--- config.mk ---
export PLATFORM = sky130hd
export DESIGN_NAME = segment_to_binary
export DESIGN_NICKNAME = d
export VERILOG_FILES = /design/src/rtl/seg7_pkg.sv /design/src/rtl/seg7_lookup.sv /design/src/rtl/segment_to_binary.sv
export SDC_FILE = /design/constraint.sdc
export NUM_CORES = 1
export LEC_CHECK = 0
export ABC_AREA = 1
export BUFFER_PORTS_ARGS = -buffer_cell sky130_fd_sc_hd__buf_2
export CAP_MARGIN = 20
export CORE_MARGIN = 5
export CORE_UTILIZATION = 50
export CTS_CLUSTER_SIZE = 25
export DETAILED_ROUTE_END_ITERATION = 10
export GPL_TIMING_DRIVEN = 0
export PLACE_DENSITY = 0.78
export SYNTH_ARGS = -nofsm -noshare
export SYNTH_HDL_FRONTEND = slang
export SYNTH_SLANG_ARGS = --single-unit
--- constraint.sdc ---
create_clock -name clk_i -period 1.64 [get_ports clk_i]
set_input_delay 0.328 -clock clk_i [delete_from_list [all_inputs] [get_ports clk_i]]
set_output_delay 0.328 -clock clk_i [all_outputs]
set_load 0.02 [all_outputs]
--- src/rtl/seg7_pkg.sv ---
// rtl/seg7_pkg.sv - shared seven-segment encodings, blank pattern and decoder FSM state type
// Patterns are packed {A,B,C,D,E,F,G} with segment A as bit 6.
package seg7_pkg;

    localparam logic [6:0] SEG_0     = 7'h7E;
    localparam logic [6:0] SEG_1     = 7'h30;
    localparam logic [6:0] SEG_2     = 7'h6D;
    localparam logic [6:0] SEG_3     = 7'h79;
    localparam logic [6:0] SEG_4     = 7'h33;
    localparam logic [6:0] SEG_5     = 7'h5B;
    localparam logic [6:0] SEG_6     = 7'h5F;
    localparam logic [6:0] SEG_7     = 7'h70;
    localparam logic [6:0] SEG_8     = 7'h7F;
    localparam logic [6:0] SEG_9     = 7'h7B;
    localparam logic [6:0] SEG_A     = 7'h77;
    localparam logic [6:0] SEG_B     = 7'h1F;
    localparam logic [6:0] SEG_C     = 7'h4E;
    localparam logic [6:0] SEG_D     = 7'h3D;
    localparam logic [6:0] SEG_E     = 7'h4F;
    localparam logic [6:0] SEG_F     = 7'h47;
    localparam logic [6:0] SEG_BLANK = 7'h00;

    typedef enum logic [1:0] {
        ST_SEARCH  = 2'd0,
        ST_QUALIFY = 2'd1,
        ST_LOCKED  = 2'd2
    } seg_state_e;

    // Encoder-side helper: nibble to segment pattern.
    function automatic logic [6:0] seg7_encode(input logic [3:0] nibble);
        logic [6:0] pat;
        case (nibble)
            4'h0:    pat = SEG_0;
            4'h1:    pat = SEG_1;
            4'h2:    pat = SEG_2;
            4'h3:    pat = SEG_3;
            4'h4:    pat = SEG_4;
            4'h5:    pat = SEG_5;
            4'h6:    pat = SEG_6;
            4'h7:    pat = SEG_7;
            4'h8:    pat = SEG_8;
            4'h9:    pat = SEG_9;
            4'hA:    pat = SEG_A;
            4'hB:    pat = SEG_B;
            4'hC:    pat = SEG_C;
            4'hD:    pat = SEG_D;
            4'hE:    pat = SEG_E;
            default: pat = SEG_F;
        endcase
        return pat;
    endfunction

endpackage

--- src/rtl/seg7_lookup.sv ---
// rtl/seg7_lookup.sv - combinational seven-segment pattern to nibble decoder
// Ports:
//   pattern_i [6:0]  segment pattern {A..G}
//   hit_o            pattern is one of the 16 table entries
//   nibble_o [3:0]   decoded digit, 0 when hit_o is low
module seg7_lookup
    import seg7_pkg::*;
(
    input  logic [6:0] pattern_i,
    output logic       hit_o,
    output logic [3:0] nibble_o
);

    always_comb begin
        hit_o    = 1'b1;
        nibble_o = 4'h0;
        case (pattern_i)
            SEG_0:   nibble_o = 4'h0;
            SEG_1:   nibble_o = 4'h1;
            SEG_2:   nibble_o = 4'h2;
            SEG_3:   nibble_o = 4'h3;
            SEG_4:   nibble_o = 4'h4;
            SEG_5:   nibble_o = 4'h5;
            SEG_6:   nibble_o = 4'h6;
            SEG_7:   nibble_o = 4'h7;
            SEG_8:   nibble_o = 4'h8;
            SEG_9:   nibble_o = 4'h9;
            SEG_A:   nibble_o = 4'hA;
            SEG_B:   nibble_o = 4'hB;
            SEG_C:   nibble_o = 4'hC;
            SEG_D:   nibble_o = 4'hD;
            SEG_E:   nibble_o = 4'hE;
            SEG_F:   nibble_o = 4'hF;
            default: hit_o    = 1'b0;
        endcase
    end

endmodule

--- src/rtl/segment_to_binary.sv ---
// rtl/segment_to_binary.sv - debounced seven-segment pattern to binary digit decoder
// Ports:
//   clk_i, rst_n_i        clock, synchronous active-low reset
//   seg_A_i .. seg_G_i    segment lines, active-high
//   binary_num_o [3:0]    last accepted digit
//   valid_o               one-cycle pulse on acceptance of a legal pattern
//   error_o               one-cycle pulse on acceptance of an illegal non-blank pattern
//   blank_o               level, high while the accepted pattern is blank
module segment_to_binary
    import seg7_pkg::*;
#(
    parameter int unsigned STABLE_CYCLES = 4
) (
    input  logic       clk_i,
    input  logic       rst_n_i,
    input  logic       seg_A_i,
    input  logic       seg_B_i,
    input  logic       seg_C_i,
    input  logic       seg_D_i,
    input  logic       seg_E_i,
    input  logic       seg_F_i,
    input  logic       seg_G_i,
    output logic [3:0] binary_num_o,
    output logic       valid_o,
    output logic       error_o,
    output logic       blank_o
);

    localparam int unsigned      CNT_W   = $clog2(STABLE_CYCLES + 1);
    localparam logic [CNT_W-1:0] CNT_MAX = CNT_W'(STABLE_CYCLES);
    localparam logic [CNT_W-1:0] CNT_ONE = CNT_W'(1);

    logic [6:0]       seg_vec;
    logic [6:0]       sample_q, sample_d;
    logic [CNT_W-1:0] cnt_q, cnt_d;
    seg_state_e       state_q, state_d;
    logic             accepted_q, accepted_d;
    logic [6:0]       last_q, last_d;
    logic [3:0]       num_q, num_d;
    logic             valid_q, valid_d;
    logic             error_q, error_d;
    logic             blank_q, blank_d;

    logic             seg_change;
    logic             stable;
    logic             is_new;
    logic             accept;
    logic             is_blank;
    logic             lut_hit;
    logic [3:0]       lut_nibble;

    assign seg_vec = {seg_A_i, seg_B_i, seg_C_i, seg_D_i, seg_E_i, seg_F_i, seg_G_i};

    // The value about to be registered into sample_q differs from the current one.
    assign seg_change = (seg_vec != sample_q);
    assign sample_d   = seg_vec;

    always_comb begin
        cnt_d = cnt_q;
        if (seg_change) begin
            cnt_d = CNT_ONE;
        end else if (cnt_q != CNT_MAX) begin
            cnt_d = cnt_q + CNT_ONE;
        end
    end

    assign stable   = (cnt_q == CNT_MAX);
    assign is_new   = !accepted_q || (sample_q != last_q);
    // LOCKED gate stops a held pattern from firing again while the counter sits saturated.
    assign accept   = stable && is_new && (state_q != ST_LOCKED);
    assign is_blank = (sample_q == SEG_BLANK);

    seg7_lookup u_lookup (
        .pattern_i (sample_q),
        .hit_o     (lut_hit),
        .nibble_o  (lut_nibble)
    );

    // State register
    always_ff @(posedge clk_i) begin
        if (!rst_n_i) begin
            state_q <= ST_SEARCH;
        end else begin
            state_q <= state_d;
        end
    end

    // Next-state logic; a sample change always wins over locking.
    always_comb begin
        state_d = state_q;
        case (state_q)
            ST_SEARCH: begin
                if (seg_change) begin
                    state_d = ST_QUALIFY;
                end else if (stable) begin
                    state_d = ST_LOCKED;
                end
            end
            ST_QUALIFY: begin
                if (!seg_change && stable) begin
                    state_d = ST_LOCKED;
                end
            end
            ST_LOCKED: begin
                if (seg_change) begin
                    state_d = ST_QUALIFY;
                end
            end
            default: state_d = ST_SEARCH;
        endcase
    end

    // Output logic
    always_comb begin
        valid_d    = 1'b0;
        error_d    = 1'b0;
        num_d      = num_q;
        blank_d    = blank_q;
        accepted_d = accepted_q;
        last_d     = last_q;
        if (accept) begin
            accepted_d = 1'b1;
            last_d     = sample_q;
            blank_d    = is_blank;
            if (lut_hit) begin
                valid_d = 1'b1;
                num_d   = lut_nibble;
            end else if (!is_blank) begin
                error_d = 1'b1;
            end
        end
    end

    always_ff @(posedge clk_i) begin
        if (!rst_n_i) begin
            sample_q   <= SEG_BLANK;
            cnt_q      <= '0;
            accepted_q <= 1'b0;
            last_q     <= SEG_BLANK;
            num_q      <= 4'h0;
            valid_q    <= 1'b0;
            error_q    <= 1'b0;
            blank_q    <= 1'b0;
        end else begin
            sample_q   <= sample_d;
            cnt_q      <= cnt_d;
            accepted_q <= accepted_d;
            last_q     <= last_d;
            num_q      <= num_d;
            valid_q    <= valid_d;
            error_q    <= error_d;
            blank_q    <= blank_d;
        end
    end

    assign binary_num_o = num_q;
    assign valid_o      = valid_q;
    assign error_o      = error_q;
    assign blank_o      = blank_q;

endmodule
==> run_results.csv, run 1 <==
group,metric,value,unit
timing,timing.fmax,653,MHz
worst_setup_path,criticalPathCategory,"flip-flop to flip-flop",
timing,finalMaxSlewViolations,0,
detailed_routing,avgViaCountPerCell,4.88,
global_routing,grt_pass1_vias,1613,
synthesis,ys_ff_latch,27,
detailed_routing,drcViolationCount,0,
detailed_routing,postRouteAntennaNets,0,
clock_tree,cts_tree,"yes",
timing,setup_violations,0,
clock_tree,cts_sinks,27,
final_layout,drive_above_1_share,34.2,%
final_layout,syn_to_final_growth,15.7,%
worst_setup_path,worst_setup_path_end_kind,"flip-flop",
worst_setup_path,crit_fanout,7,
detailed_routing,wirelength,3870,um
worst_setup_path,startpoint,"sample_q[5]",
clock_tree,cts_hold_buf,0,
global_routing,track_usage,16.2,%
clock_tree,clk_transition_reported_paths,0.09,ns
synthesis,synth.distinct_cells,31,
placed_design,port_buffers,15,
final_layout,fin_cells,343,
die,core-area,0.00363,sq mm
timing,layout_setup_ws,0.109,ns
synthesis,synthCells,267,
hold_path,min_from,"seg_D_i",
worst_setup_path,r2r_start,"sample_q[5]",
final_layout,antenna_cells,0,
timing,tightest_slew,0.234,ns
power,leakagePower,1.09,nW
placed_design,place.detailed.hpwl,3050,um
power,irDropWorstVdd,0.519,mV
detailed_routing,dr.pass1.iters,4,
global_routing,antenna_found_initial,0,
synthesis,seq_area_frac_synth,29.0,%
clock_tree,cts_buffers,3,
die,die_x,71.0,um
clock_tree,clk_latency,0.27,ns
run_status,outcome,"finished, final reports clean",
synthesis,syn_area,0.00186,sq mm
synthesis,syn_nets,278,
global_routing,grt_overflow,0,
timing,finalCritPeriodShare,93.4,%
timing,max_slew_margin,84.3,%
global_routing,grt_first_pass_wirelength,6800,um
final_layout,nets,307,
timing,hold_viol,0,
detailed_routing,wl_per_cell,11.3,um
clock_tree,ctsHtreeMaxLevel,1,
final_layout,post-route-util,59.3,%
die,start_util,51.3,%
die,rows,22,
global_routing,grt_max_degree,15,
power,power,1.26,mW
die,dieArea,0.00505,sq mm
placed_design,gp_congestion,0.962,
power,power.density,586,mW/mm^2
placed_design,placed_area,0.00200,sq mm
synthesis,avgSynthCellArea,6.98,sq um
worst_setup_path,worstPathRequired,1.82,ns
synthesis,ys_warn_count,0,
placed_design,place_ws,0.0290,ns
timing,finClkSkew,0.00431,ns
die,die_y,71.0,um
clock_tree,clockRootBuffer,"clkbuf_8",
hold_path,min_path_type,"primary input to flip-flop",
detailed_routing,drtIter0Drc,83,
die,pin_count,16,
placed_design,dp.cells,330,
worst_setup_path,critical_path_arrival,1.71,ns
flow_run,cap_viol_max_count,0,
timing,period_minus_slack,1.53,ns
worst_setup_path,setup.worst_path.start_class,"flip-flop",
final_layout,num-fill-cells,353,
timing,rsz0062_at_grt,"true",
final_layout,final_area,0.00216,sq mm
detailed_routing,vias,1675,
clock_tree,clock_path_buffers,2,
## final timing paths
kind | end | slack (ns) | cells after the start
setup / recovery | binary_num_o[3] | 0.11 | 13
hold / removal | sample_q[3] | 0.25 | 3
setup reg to reg | binary_num_o[3] | 0.11 | 13
hold reg to reg | last_q[1] | 0.48 | 2
## power by group
part           switching (mW)  internal, mW
logic                   0.126        0.0854
registers             0.00633         0.668
clock network           0.202         0.174
total                   0.335         0.927
## routing by layer
metal | wire length [um] | vias to the layer above | share of wire (%) | GRT usage [%]
li1 | - | 879 | - | -
met1 | 1780 | 762 | 46 | 19.9
met2 | 1920 | 27 | 50 | 29.8
met3 | 102 | 7 | 2.6 | 1.28
met4 | 70 | 0 | 1.8 | 5.01
met5 | 0 | - | 0 | 0
## metrics by stage
step	setup TNS, ns	hold WS (ns)
6_report	0	0.254
5_1_grt	-0.0289	0.266
4_1_cts	0	0.256
3_5_place_dp	0	0.468
3_3_place_gp	0	0.460
2_1_floorplan	0	0.421
## critical path, cell delays in order (launching register included)
cell and delay [ns]:
dfxtp_2 0.33, buf_6 0.13, inv_4 0.06, nand3_1 0.10, inv_1 0.07, nand2_2 0.08, nand2_2 0.07, nor2_2 0.10
nand2_1 0.05, nor2_1 0.12, nor2_2 0.07, buf_4 0.13, nor2_1 0.07, nor2_1 0.05
## registers in the layout, indices dropped and copies added (netlist names)
| register | flops |
|---|---|
| sample_q | 7 |
| valid_o | 1 |
| last_q | 7 |
| binary_num_o | 4 |
| blank_o | 1 |
| state_q | 2 |
| error_o | 1 |
| cnt_q | 3 |
| accepted_q | 1 |
## cell usage after synthesis, drive strengths merged
cell type / n / share of area [%]
buf: 10 / 6.2
nor2: 57 / 15
ha: 2 / 1.3
xor2: 5 / 2.4
a211oi: 1 / 0.40
nand2: 77 / 19
nand4: 2 / 0.67
nor3: 4 / 1.3
dfxtp: 27 / 29
nand3: 15 / 4.6
xnor2: 5 / 2.4
a21oi: 9 / 3.2
a21boi: 1 / 0.60
inv: 37 / 8.3
o211ai: 2 / 0.81
o21ai: 13 / 4.9
## repair_timing
action | in CTS | in global routing
buffers inserted | 0 | 8
setup endpoints to repair | 0 | 14
resized for setup | 0 | 14
## layout make-up
cell class / count / area (sq um) / share of cell area (%)
sequential: 27 / 543 / 25.2
timing repair buffer: 24 / 140 / 6.50
tap: 48 / 60.1 / 2.79
inverter: 37 / 154 / 7.14
clock buffer: 4 / 45.0 / 2.09
multi-input combinational: 193 / 1090 / 50.8
buffer: 10 / 119 / 5.51
## cells in the final DEF (no fill, tap or decap)
cell type  netlist  routed
a211oi_1         1       1
a21boi_2         1       1
a21oi_1          5       4
a21oi_2          4       5
buf_12           1       1
buf_2            1      17
buf_4            1       8
buf_6            6       7
buf_8            1       1
clkbuf_1         0       1
clkbuf_8         0       3
dfxtp_1         27      25
dfxtp_2          0       2
ha_1             2       2
inv_1           29      29
inv_2            2       2
inv_4            6       6
nand2_1         65      63
nand2_2          6       8
nand2_4          6       6
nand3_1         13      10
nand3_2          2       5
nand4_1          2       2
nor2_1          39      36
nor2_2          13      14
nor2_4           5       7
nor3_1           3       3
nor3_2           1       1
o211ai_1         2       2
o21ai_0          5       5
o21ai_1          1       1
o21ai_2          7       7
xnor2_1          5       5
xor2_1           5       5
## kinds of logic after synthesis
kind of cell               Yosys count  synth area share (%)
adders and majority gates            2                  1.34
and+or+nand+nor                    155                  40.6
DFF                                 27                  29.0
AOI/OAI and AO/OA                   26                  9.94
buffers and inverters               47                  14.4
xor gates and xnor gates            10                  4.70
(Power assumes the default switching activity.)
==> run 2: changes to the inputs <==
--- a/config.mk
+++ b/config.mk
@@ -13,7 +13,8 @@
 export CTS_CLUSTER_SIZE = 25
 export DETAILED_ROUTE_END_ITERATION = 10
 export GPL_TIMING_DRIVEN = 0
-export PLACE_DENSITY = 0.78
+export PLACE_DENSITY = 0.8
+export SETUP_SLACK_MARGIN = 0.3
 export SYNTH_ARGS = -nofsm -noshare
 export SYNTH_HDL_FRONTEND = slang
 export SYNTH_SLANG_ARGS = --single-unit
==> constraint.sdc (replaced) <==
create_clock -name clk_i -period 1.4 [get_ports clk_i]
set_input_delay 0.28 -clock clk_i [delete_from_list [all_inputs] [get_ports clk_i]]
set_output_delay 0.28 -clock clk_i [all_outputs]
set_load 0.02 [all_outputs]
==> run 2 against run 1 <==
The run now ends with negative setup slack left; non-clock buffer count rose by 15; combinational power rose by 52%; count of clock-buffer cells in the layout decreased by 1; first-iteration DRC count increased by 36%; highest routed layer unchanged; sequential cell count unchanged; clock power is 22% higher; critical path type unchanged; fmax rose by 0.28%; sequential share of layout area is 3.5 points lower.
==> run_results.csv, run 2 (synthesis gave the netlist of run 1 again) <==
group,metric,value,unit
run_status,outcome,"finished with violations",
run_status,violations,"negative setup slack",
global_routing,grt_pass1_vias,1651,
die,rows,22,
detailed_routing,drcViolationCount,0,
placed_design,placed_area,0.00204,sq mm
global_routing,grt_max_degree,16,
timing,hold_viol,0,
detailed_routing,wl_met3,173,um
die,dieArea,0.00505,sq mm
clock_tree,ctsHtreeMaxLevel,1,
detailed_routing,vias,1741,
final_layout,antenna_cells,0,
power,p_int,1.12,mW
die,start_util,51.3,%
detailed_routing,drtIter0Drc,113,
clock_tree,cts_sinks,27,
worst_setup_path,rrSetupSlack,-0.13,ns
clock_tree,cts_hold_buf,0,
placed_design,place_ws,-0.0980,ns
timing,finalMaxSlewViolations,0,
die,die_x,71.0,um
clock_tree,clock_path_buffers,2,
detailed_routing,wl_per_cell,13.0,um
hold_path,min_from,"seg_B_i",
power,power.switching,456,uW
timing,timing.fmax,655,MHz
global_routing,grt_overflow,0,
timing,finalCritPeriodShare,109,%
worst_setup_path,reg2reg_depth,9,
detailed_routing,wl_met1,1960,um
power,p_sw_share,28.9,%
final_layout,syn_to_final_growth,36.3,%
detailed_routing,top_layer,"met4",
timing,setup_violations,17,
die,pin_count,16,
clock_tree,clk_transition_reported_paths,0.09,ns
final_layout,num-fill-cells,286,
worst_setup_path,worst_setup_path_end_kind,"flip-flop",
worst_setup_path,worstPathRequired,1.58,ns
final_layout,layout_common_cells,"60 x nand2_1, 30 x nor2_1, 24 x inv_1",
detailed_routing,dr.pass1.iters,4,
detailed_routing,wirelength,4640,um
timing,layout_setup_ws,-0.127,ns
detailed_routing,postRouteAntennaNets,0,
clock_tree,clk_latency,0.28,ns
hold_path,min_path_type,"primary input to flip-flop",
timing,max_slew_margin,77.1,%
final_layout,final_area,0.00254,sq mm
timing,tightest_slew,0.339,ns
final_layout,nets,322,
power,power,1.58,mW
clock_tree,clockRootBuffer,"clkbuf_8",
worst_setup_path,setup.worst_path.start_class,"flip-flop",
timing,rsz0062_at_grt,"true",
global_routing,track_usage,17.4,%
timing,finClkSkew,0.00591,ns
worst_setup_path,worstReg2RegEnd,"last_q[3]",
die,die_y,71.0,um
power,power.share.sequential,50.3,%
hold_path,hold_depth,3,
detailed_routing,dr_wl_met2,2460,um
worst_setup_path,r2r_start,"sample_q[3]",
worst_setup_path,critical_path_arrival,1.71,ns
hold_path,hold_end,"sample_q[5]",
placed_design,port_buffers,15,
placed_design,gp_congestion,0.928,
power,power.density,622,mW/mm^2
detailed_routing,avgViaCountPerCell,4.86,
final_layout,layout_commonest_cell,"nand2_1",
power,leakagePower,1.22,nW
power,pwr-share-comb,20.5,%
worst_setup_path,crit_fanout,8,
clock_tree,cts_tree,"yes",
placed_design,place.detailed.hpwl,3020,um
global_routing,antenna_found_initial,0,
power,pwr-share-clk,29.2,%
power,irDropWorstVdd,0.639,mV
final_layout,drive_above_1_share,47.7,%
timing,period_minus_slack,1.53,ns
die,core-area,0.00363,sq mm
clock_tree,cts_buffers,3,
flow_run,cap_viol_max_count,0,
global_routing,grt_first_pass_wirelength,7160,um
worst_setup_path,criticalPathCategory,"flip-flop to flip-flop",
[run 2: cell count changes in the layout (fill, tap and decap cells not counted), sizes merged]
cell	before	now
buf	34	48
clkinv	0	1
[run 2: area by class of cell]
cell class | instances | area (sq um) | share of cell area (%)
multi-input combinational | 193 | 1270 | 50.0
sequential | 27 | 552 | 21.7
clock buffer | 3 | 41.3 | 1.63
clock inverter | 1 | 5.00 | 0.197
tap | 48 | 60.1 | 2.37
timing repair buffer | 39 | 303 | 11.9
buffer | 10 | 148 | 5.82
inverter | 37 | 161 | 6.36
[run 2: power groups by stage]
stage               Clock (mW)  Sequential, mW  Combinational [mW]
detailed placement           0           0.808               0.233
floorplan                    0           0.806               0.186
CTS                      0.468           0.793               0.274
finish                   0.461           0.794               0.323
global route             0.493           0.796               0.349
global placement             0           0.807               0.229
[run 2: stage by stage]
step	utilization, %	setup TNS, ns	cells	hold WS (ns)
after CTS	63.6	-0.402	353	0.199
after global placement	56.2	-0.203	330	0.436
after detailed placement	56.2	-0.403	330	0.442
after floorplan	-	0	267	0.373
final	69.9	-1.00	358	0.201
after global routing	69.9	-2.75	358	0.205
[run 2: layer usage]
layer  global-route usage [%]  up-vias
li1                         -      902
met3                     1.70        5
met1                     21.0      799
met2                     32.5       35
met4                     4.38        0
met5                        0        -
[run 2: worst max path at each step]
stage	slack [ns]	startpoint	cells after the start	end
finish	-0.13	sample_q[3]	9	last_q[3]
floorplan	0.11	sample_q[0]	13	binary_num_o[0]
detailed placement	-0.1	sample_q[6]	12	binary_num_o[0]
global route	-0.22	sample_q[3]	9	last_q[3]
global placement	-0.09	sample_q[4]	12	binary_num_o[0]
CTS	-0.08	sample_q[4]	12	binary_num_o[0]
[run 2: timing repair]
action	4_1_cts	5_1_grt
hold endpoints to repair	0	0
buffers inserted	18	4
cloned	1	1
pin swaps	11	21
endpoints found under the setup margin	20	24
gates resized for setup	29	41
[run 2: worst max-delay path, stage by stage (launching register included)]
cell and delay, ns:
dfxtp_2 0.35, buf_12 0.14, inv_6 0.05, o211ai_1 0.21, nor2_2 0.09, nand2_2 0.12
nand2_8 0.10, clkbuf_16 0.18, o21ai_2 0.15, nor2_2 0.05
